$ cat src/rtl/var_delay_line.sv
`default_nettype none
// ============================================================================
// Module   : var_delay_line
// Brief    : Runtime-programmable delay line built on a circular buffer, with
//            stall and a valid flag that masks pre-fill garbage.
//            Optional flush input enabled by macro DELAY_LINE_FLUSH_EN.
// Revision : 1.0 - initial release
// ============================================================================
module var_delay_line #(
   parameter int DEPTH_MAX  = 32,
   parameter int DATA_WIDTH = 16,
   parameter int AW         = $clog2(DEPTH_MAX)
) (
   input  logic                  clk,
   input  logic                  rst,
   input  logic                  en,
   input  logic [AW:0]           delay_i,
   input  logic [DATA_WIDTH-1:0] data_i,
`ifdef DELAY_LINE_FLUSH_EN
   input  logic                  flush_i,
`endif
   output logic [DATA_WIDTH-1:0] data_o,
   output logic                  valid_o
);

   localparam logic [AW:0]   C_DEPTH   = (AW+1)'(DEPTH_MAX);
   localparam logic [AW:0]   C_ONE     = (AW+1)'(1);
   localparam logic [AW-1:0] C_PTR_ONE = AW'(1);

   logic [DATA_WIDTH-1:0] mem_q [DEPTH_MAX];

   logic [AW-1:0]         wr_ptr_q,   wr_ptr_d;
   logic [AW:0]           fill_cnt_q, fill_cnt_d;
   logic [DATA_WIDTH-1:0] data_q,     data_d;
   logic                  valid_q,    valid_d;

   logic [AW:0]           d_eff;
   logic [AW-1:0]         rd_addr;
   logic                  mem_we;
   logic                  flush;

`ifdef DELAY_LINE_FLUSH_EN
   assign flush = flush_i;
`else
   assign flush = 1'b0;
`endif

   always_comb begin
      if (delay_i == '0) begin
         d_eff = C_ONE;
      end else if (delay_i > C_DEPTH) begin
         d_eff = C_DEPTH;
      end else begin
         d_eff = delay_i;
      end
   end

   // At d_eff == DEPTH_MAX the low bits are zero, so read and write alias;
   // read-before-write then returns the oldest sample.
   assign rd_addr = wr_ptr_q - d_eff[AW-1:0];

   always_comb begin
      wr_ptr_d   = wr_ptr_q;
      fill_cnt_d = fill_cnt_q;
      data_d     = data_q;
      valid_d    = valid_q;
      mem_we     = 1'b0;
      if (flush) begin
         fill_cnt_d = '0;
         valid_d    = 1'b0;
         data_d     = '0;
      end else if (en) begin
         mem_we     = 1'b1;
         data_d     = mem_q[rd_addr];
         valid_d    = (fill_cnt_q >= d_eff);
         wr_ptr_d   = wr_ptr_q + C_PTR_ONE;
         fill_cnt_d = (fill_cnt_q == C_DEPTH) ? fill_cnt_q : fill_cnt_q + C_ONE;
      end
   end

   always_ff @(posedge clk) begin
      if (rst) begin
         wr_ptr_q   <= '0;
         fill_cnt_q <= '0;
         data_q     <= '0;
         valid_q    <= 1'b0;
      end else begin
         wr_ptr_q   <= wr_ptr_d;
         fill_cnt_q <= fill_cnt_d;
         data_q     <= data_d;
         valid_q    <= valid_d;
      end
   end

   // Storage has no reset; fill_cnt alone decides what is trustworthy.
   always_ff @(posedge clk) begin
      if (mem_we && !rst) begin
         mem_q[wr_ptr_q] <= data_i;
      end
   end

   assign data_o  = data_q;
   assign valid_o = valid_q;

endmodule
`default_nettype wire
$ cat config.mk
export PLATFORM = sky130hd
export DESIGN_NAME = var_delay_line
export DESIGN_NICKNAME = d
export VERILOG_FILES = /design/src/rtl/var_delay_line.sv
export SDC_FILE = /design/constraint.sdc
export NUM_CORES = 1
export LEC_CHECK = 0
export BUFFER_PORTS_ARGS = -buffer_cell sky130_fd_sc_hd__buf_4
export CELL_PAD_IN_SITES_DETAIL_PLACEMENT = 0
export CELL_PAD_IN_SITES_GLOBAL_PLACEMENT = 1
export CORE_UTILIZATION = 59
export DETAILED_ROUTE_END_ITERATION = 12
export GPL_TIMING_DRIVEN = 0
export PLACE_DENSITY = 0.9
export REMOVE_ABC_BUFFERS = 1
export SYNTH_ARGS = -nofsm -noshare
export SYNTH_HDL_FRONTEND = slang
export SYNTH_SLANG_ARGS = --single-unit
$ cat constraint.sdc
create_clock -name clk -period 7.9 [get_ports clk]
set_clock_uncertainty 0.15 [all_clocks]
set_input_delay 0 -clock clk [delete_from_list [all_inputs] [get_ports clk]]
set_output_delay 0 -clock clk [all_outputs]
set_load 0.02 [all_outputs]
==> metrics.md, run 1 <==
| Metric | Value |
|---|---|
| All-Layer GR Usage | `0.260` |
| Arr. time, crit path | `4.51 ns` |
| Share of cells above drive strength 1 | `0.264` |
| WHS Path Cells | `6` |
| Setup TNS | `0 ns` |
| CTS clk-pin slew, worst paths | `around 0.070 ns` |
| Post-Syn Area per Cell | `19.9 um^2` |
| Num ports | `42` |
| Clock buffer depth | `3` |
| CTS tree | `built` |
| Nets | `roughly 1200` |
| Pin count of the biggest net entering global routing | `59` |
| Worst Path Max Fanout | `30` |
| Synth Register Bits | `540` |
| Rel. slew slack | `0.126` |
| R2R cell count | `7` |
| Vias | `10700` |
| Post-synthesis instance total | `1062` |
| Drt total wl | `46300 um` |
| Row count | `69` |
| Hold/Removal Path Class | `in -> reg` |
| Die Area | `roughly 0.037 mm^2` |
| Fin area | `between 0.02 and 0.025 mm^2` |
| Total gr overflow | `0` |
| CP Launch Point | `wr_ptr_q[2]` |
| Initial DRC count | `1207` |
| Initial antenna violation count | `0` |
| Post-synth ARST share | `0` |
| Slew of the pin with the lowest slew margin | `1.31 ns` |
| Setup slack after layout | `about 3.7 ns` |
| Clock buffer count from CTS | `50` |
| Leak | `about 7.9 nW` |
| Later-pin clock latency in the skew report | `0.57 ns` |
| Unique masters post-synth | `42` |
| Routed len/inst | `28.2 um` |
| Core area | `0.0355 mm^2` |
| Hold slack | `0.0400 ns` |
| Setup Fix Bufs, Post-CTS | `0` |
| CP Capture Type | `register` |
| Hold_sp | `delay_i[3]` |
| Crit path kind | `reg -> reg` |
| Initial core utilization | `0.597` |
| CTS Hold Buffers Added | `20` |
| Tmin final | `4.24 ns` |
| CP required | `around 8.2 ns` |
| Number of global-route vias before repair | `10700` |
| Hold Fails Final Rpt | `0` |
| Post-synth EDFFs | `around 500` |
| Die X | `between 150 and 200 um` |
| PostCTS Resize Cnt | `0` |
| Slew Viols, Final | `0` |
| Post-DRT Antenna Nets | `0` |
| Antenna fix cells | `0` |
| Clock sinks | `540` |
| Final GP Congestion | `0.860` |
| Pre-CTS WS | `3.81 ns` |
| Final critical-path share of the clock period | `0.537` |
| Max IR drop VDD | `0.189 mV` |
| Via/cell ratio | `6.53` |
| Reg-to-Reg Start | `wr_ptr_q[2]` |
| First-pass GRT wire length | `68200 um` |
| Max Cap Viol | `0` |
| DP Cell Count | `1534` |
| Placement Cell Area | `0.0224 mm^2` |
| Filler cells | `just over 2000` |
| IO buf count | `41` |
| Layout area overhead | `14.3%` |
| Post-Syn Area | `~0.021 mm^2` |
| DR pass1 iterations | `6` |
| CTS root buf | `clkbuf_16` |
| DRC Markers | `0` |
| Synth Flop Type | `edfxtp_1` |
| Worst setup SP type | `register` |
| Pwr Density | `259 mW/mm^2` |
| Sequential fraction of the synthesis area | `0.753` |
| Post-detail-place hpwl | `around 27000 um` |
| Outcome | `finished clean` |
| YS warnings | `0` |
| Post-Layout Cell Count | `~1600` |
| Setup violators final | `0` |
| Die Span Y | `191 um` |
| Max Fclk | `236 MHz` |
| Htree depth | `2` |
| RSZ-0062 raised after global routing | `no` |
==> flip-flops by register name (all words and copies together), names as in the netlist <==
name        flops
valid_o         1
mem_q         512
data_o         16
fill_cnt_q      6
wr_ptr_q        5
==> final timing paths <==
kind | to | slack, ns
max reg2reg | data_o[1] | 3.66
min reg2reg | valid_o | 0.35
min | valid_o | 0.04
max | data_o[1] | 3.66
==> where the power goes <==
part | switching (W) | internal (W) | leakage (nW)
sequential | 0.0000185 | 0.00315 | 4.84
clock | 0.00100 | 0.00133 | 0.775
combinational | 0.000431 | 0.000340 | 2.25
==> cell families (layout without fill, tap and decap cells) <==
| group | after synthesis | after routing | share of synthesized area |
|---|---|---|---|
| and+or+nand+nor | 184 | 184 | 0.0433 |
| buffers and inverters | 69 | 191 | 0.0144 |
| DFF | 540 | 540 | 0.753 |
| adders and majority gates | 17 | 17 | 0.0104 |
| muxes | 146 | 146 | 0.145 |
| xor gates and xnor gates | 12 | 12 | 0.00567 |
| AOI/OAI and AO/OA | 94 | 94 | 0.0291 |
==> cells in the final DEF (no fill, tap or decap), types with 9 or more instances in the layout <==
cell type	count
nor2_2	30
clkinv_2	10
mux2i_1	18
o21bai_1	15
ha_1	15
buf_8	18
a21oi_1	19
dlygate4sd3_1	20
mux4_2	128
clkinv_1	9
clkbuf_16	53
clkbuf_1	12
nand4_1	21
nand2_1	46
o21ai_0	20
edfxtp_1	512
buf_4	43
and3_1	31
nor4_1	17
dfxtp_1	28
a211oi_1	30
nor2_1	21
==> per-layer routing <==
layer | routed length (um) | vias to the layer above | global-route usage | share of wire
met5 | 0 | - | 0 | 0
met4 | 1640 | 0 | 0.0995 | 0.035
met3 | 3990 | 83 | 0.0367 | 0.086
met2 | 22300 | 588 | 0.405 | 0.48
met1 | 18400 | 5530 | 0.379 | 0.40
li1 | - | 4533 | - | -
==> cells in the mapped netlist (all sizes together) (2+ instances only) <==
cell type / instances / area, um^2
mux2i: 18 / 180
xnor2: 3 / 33.8
nand2b: 2 / 12.5
or2: 2 / 12.5
o21bai: 15 / 113
o21a: 2 / 15.0
dfxtp: 28 / 561
o211ai: 2 / 25.0
a211oi: 30 / 225
nand2: 46 / 173
or3b: 2 / 17.5
or3: 2 / 12.5
a21oi: 20 / 104
nor2: 51 / 191
clkbuf: 33 / 124
nand3b: 3 / 22.5
buf: 28 / 150
nor2b: 4 / 25.0
nor4: 17 / 106
ha: 16 / 200
nand4: 21 / 131
xor2: 9 / 86.3
and3: 31 / 194
inv: 8 / 30.0
mux4: 128 / 2880
edfxtp: 512 / 15400
o21ai: 22 / 110
==> cell type report <==
class	count	area (um^2)	share of cell area
clock inverter	25	198	0.00817
sequential	540	15900	0.658
clock buffer	66	1390	0.0572
multi-input combinational	453	5060	0.209
timing repair buffer	92	1020	0.0423
inverter	8	30.0	0.00124
tap	461	577	0.0238
==> critical path: stages, from the launching register on <==
cell and delay, ns:
dfxtp_1 0.67, ha_1 0.43, o21a_1 0.22, o21ai_4 0.72, buf_16 0.24, nand2_1 0.78
a211oi_1 0.73, nor4_1 0.13
==> through the flow <==
step	util	power, W
global placement	0.614	0.00407
detailed placement	0.632	0.00399
floorplan	-	0.00378
global route	0.682	0.00643
CTS	0.682	0.00630
finish	0.682	0.00627
Power figures use the tool's default switching activity.
==> run 2, diff against run 1 <==
--- a/config.mk
+++ b/config.mk
@@ -8,10 +8,10 @@
 export BUFFER_PORTS_ARGS = -buffer_cell sky130_fd_sc_hd__buf_4
 export CELL_PAD_IN_SITES_DETAIL_PLACEMENT = 0
 export CELL_PAD_IN_SITES_GLOBAL_PLACEMENT = 1
-export CORE_UTILIZATION = 59
+export CORE_UTILIZATION = 50
 export DETAILED_ROUTE_END_ITERATION = 12
 export GPL_TIMING_DRIVEN = 0
-export PLACE_DENSITY = 0.9
+export PLACE_DENSITY = 0.82
 export REMOVE_ABC_BUFFERS = 1
 export SYNTH_ARGS = -nofsm -noshare
 export SYNTH_HDL_FRONTEND = slang
==> constraint.sdc (replaced) <==
create_clock -name clk -period 3.7 [get_ports clk]
set_clock_uncertainty 0.15 [all_clocks]
set_input_delay 0 -clock clk [delete_from_list [all_inputs] [get_ports clk]]
set_output_delay 0 -clock clk [all_outputs]
set_load 0.02 [all_outputs]
==> metrics.md, run 2 (synthesized netlist as in run 1, its figures left out) <==
| Metric | Value |
|---|---|
| Setup violators final | `0` |
| All-Layer GR Usage | `0.216` |
| Row count | `75` |
| Die Area | `0.0432 mm^2` |
| CP required | `3.99 ns` |
| Hold/Removal Path Class | `in -> reg` |
| Hold Fails Final Rpt | `0` |
| First-pass GRT wire length | `68100 um` |
| IO buf count | `41` |
| DP Cell Count | `1613` |
| Nets | `1192` |
| Die X | `208 um` |
| Largest register FFs | `512` |
| Final critical-path share of the clock period | `0.979` |
| Num ports | `between 40 and 50` |
| Clock buffer count from CTS | `51` |
| Final GP Congestion | `0.775` |
| DR pass1 iterations | `5` |
| Via/cell ratio | `6.10` |
| Met2 wire length | `~23000 um` |
| Post-DRT Antenna Nets | `0` |
| Initial DRC count | `1157` |
| Slew Viols, Final | `0` |
| Rel. slew slack | `0.372` |
| Slew of the pin with the lowest slew margin | `0.939 ns` |
| Max Cap Viol | `0` |
| Tmin final | `3.62 ns` |
| Worst Path Max Fanout | `27` |
| Worst setup SP type | `register` |
| DRC Markers | `0` |
| Clock sinks | `540` |
| Cell family with most CP delay | `adder cells` |
| Number of global-route vias before repair | `10700` |
| Crit path kind | `reg -> reg` |
| CP Cell Sequence | `inv_1 > ha_4 > fa_4 > buf_16 > mux4_2 > mux2i_1 > o21ai_0 > a21oi_1 > nor4_1` |
| Initial core utilization | `0.506` |
| Core area | `about 0.042 mm^2` |
| Max IR drop VDD | `0.327 mV` |
| CP max stage delay | `1.01 ns` |
| Antenna fix cells | `0` |
| Pin count of the biggest net entering global routing | `55` |
| Pwr Density | `548 mW/mm^2` |
| Arr. time, crit path | `roughly 3.9 ns` |
| Max Fclk | `approximately 280 MHz` |
| Critical-path top delay cell | `fa_4` |
| Fin util | `0.584` |
| Placement Cell Area | `~0.023 mm^2` |
| Top layer in use | `met4` |
| CTS tree | `built` |
| Total gr overflow | `0` |
| RSZ-0062 raised after global routing | `no` |
| Share of cells above drive strength 1 | `0.271` |
| Outcome | `finished clean` |
| Later-pin clock latency in the skew report | `between 0.5 and 0.6 ns` |
| Initial antenna violation count | `0` |
| Most frequent cells in the layout | `edfxtp_1 (512), mux4_2 (128), clkbuf_16 (54)` |
| Leak | `around 7.9 nW` |
| CTS root buf | `clkbuf_16` |
| WL met3 | `between 3000 and 4000 um` |
| Post-detail-place hpwl | `about 27000 um` |
| Pwr Total | `0.0134 W` |
| Layout area overhead | `15.4%` |
| Routed len/inst | `26.6 um` |
| Vias | `10500` |
| Commonest non-fill, non-tap cell in the layout | `edfxtp_1` |
| Worst Path Buf+Inv | `2` |
| CTS clk-pin slew, worst paths | `0.06 ns` |
| Fin area | `0.0244 mm^2` |
| CP Capture Type | `register` |
| Post-Layout Cell Count | `1728` |
| Metal-1 WL | `18900 um` |
| Die Span Y | `208 um` |
| Drt total wl | `between 40000 and 50000 um` |
| Clock buffer depth | `3` |
| Top reg by flops | `mem_q` |
| Htree depth | `2` |
## run 2: repair_timing
item / 4_1_cts / 5_1_grt
gates cloned: 0 / 1
resized for setup: 7 / 2
endpoints found under the hold margin: 540 / 0
buffers inserted: 1 / 1
pin swaps: 2 / 2
endpoints found under the setup margin: 15 / 15
hold buffers: 20 / 0
## run 2: cell type report
cell class | count | area, um^2
clock buffer | 81 | 1500
clock inverter | 11 | 77.6
fill | 2973 | 17400
inverter | 8 | 30.0
multi-input combinational | 453 | 5110
sequential | 540 | 15900
tap | 539 | 674
timing repair buffer | 96 | 1120
## run 2: tightest hold or removal path, stage by stage
cell and delay, ns:
buf_4 0.09, nand2_1 0.12, ha_1 0.21, nor2_1 0.09, a21o_1 0.12, a311oi_1 0.07
## run 2: power breakdown
part           leakage, nW  switching, W  internal [W]
Combinational         2.30      0.000932      0.000751
Clock                0.768       0.00211       0.00284
Sequential            4.84     0.0000388       0.00673
Total                 7.90       0.00308        0.0103
## run 2: layer usage
| layer | global-route usage | up-vias |
|---|---|---|
| met5 | 0 | - |
| met4 | 0.0728 | 0 |
| li1 | - | 4532 |
| met1 | 0.306 | 5487 |
| met3 | 0.0307 | 78 |
| met2 | 0.348 | 440 |
## run 2: path summary, 6_finish.rpt
kind | slack [ns] | depth (start not counted) | from | to
setup / recovery | 0.08 | 9 | wr_ptr_q[0] | data_o[7]
hold / removal | 0.04 | 6 | delay_i[3] | valid_o
setup reg to reg | 0.08 | 9 | wr_ptr_q[0] | data_o[7]
hold reg to reg | 0.37 | 2 | valid_o | valid_o
## run 2: through the flow
step                      worst slack (ns)  hold slack (ns)  setup TNS (ns)
after floorplan                      -3.01          -0.0779          -48.15
final                               0.0760           0.0426               0
after CTS                          0.00771           0.0281               0
after global routing               0.00185           0.0677               0
after global placement               -5.67            0.224          -89.68
after detailed placement            -0.413            0.238           -5.40
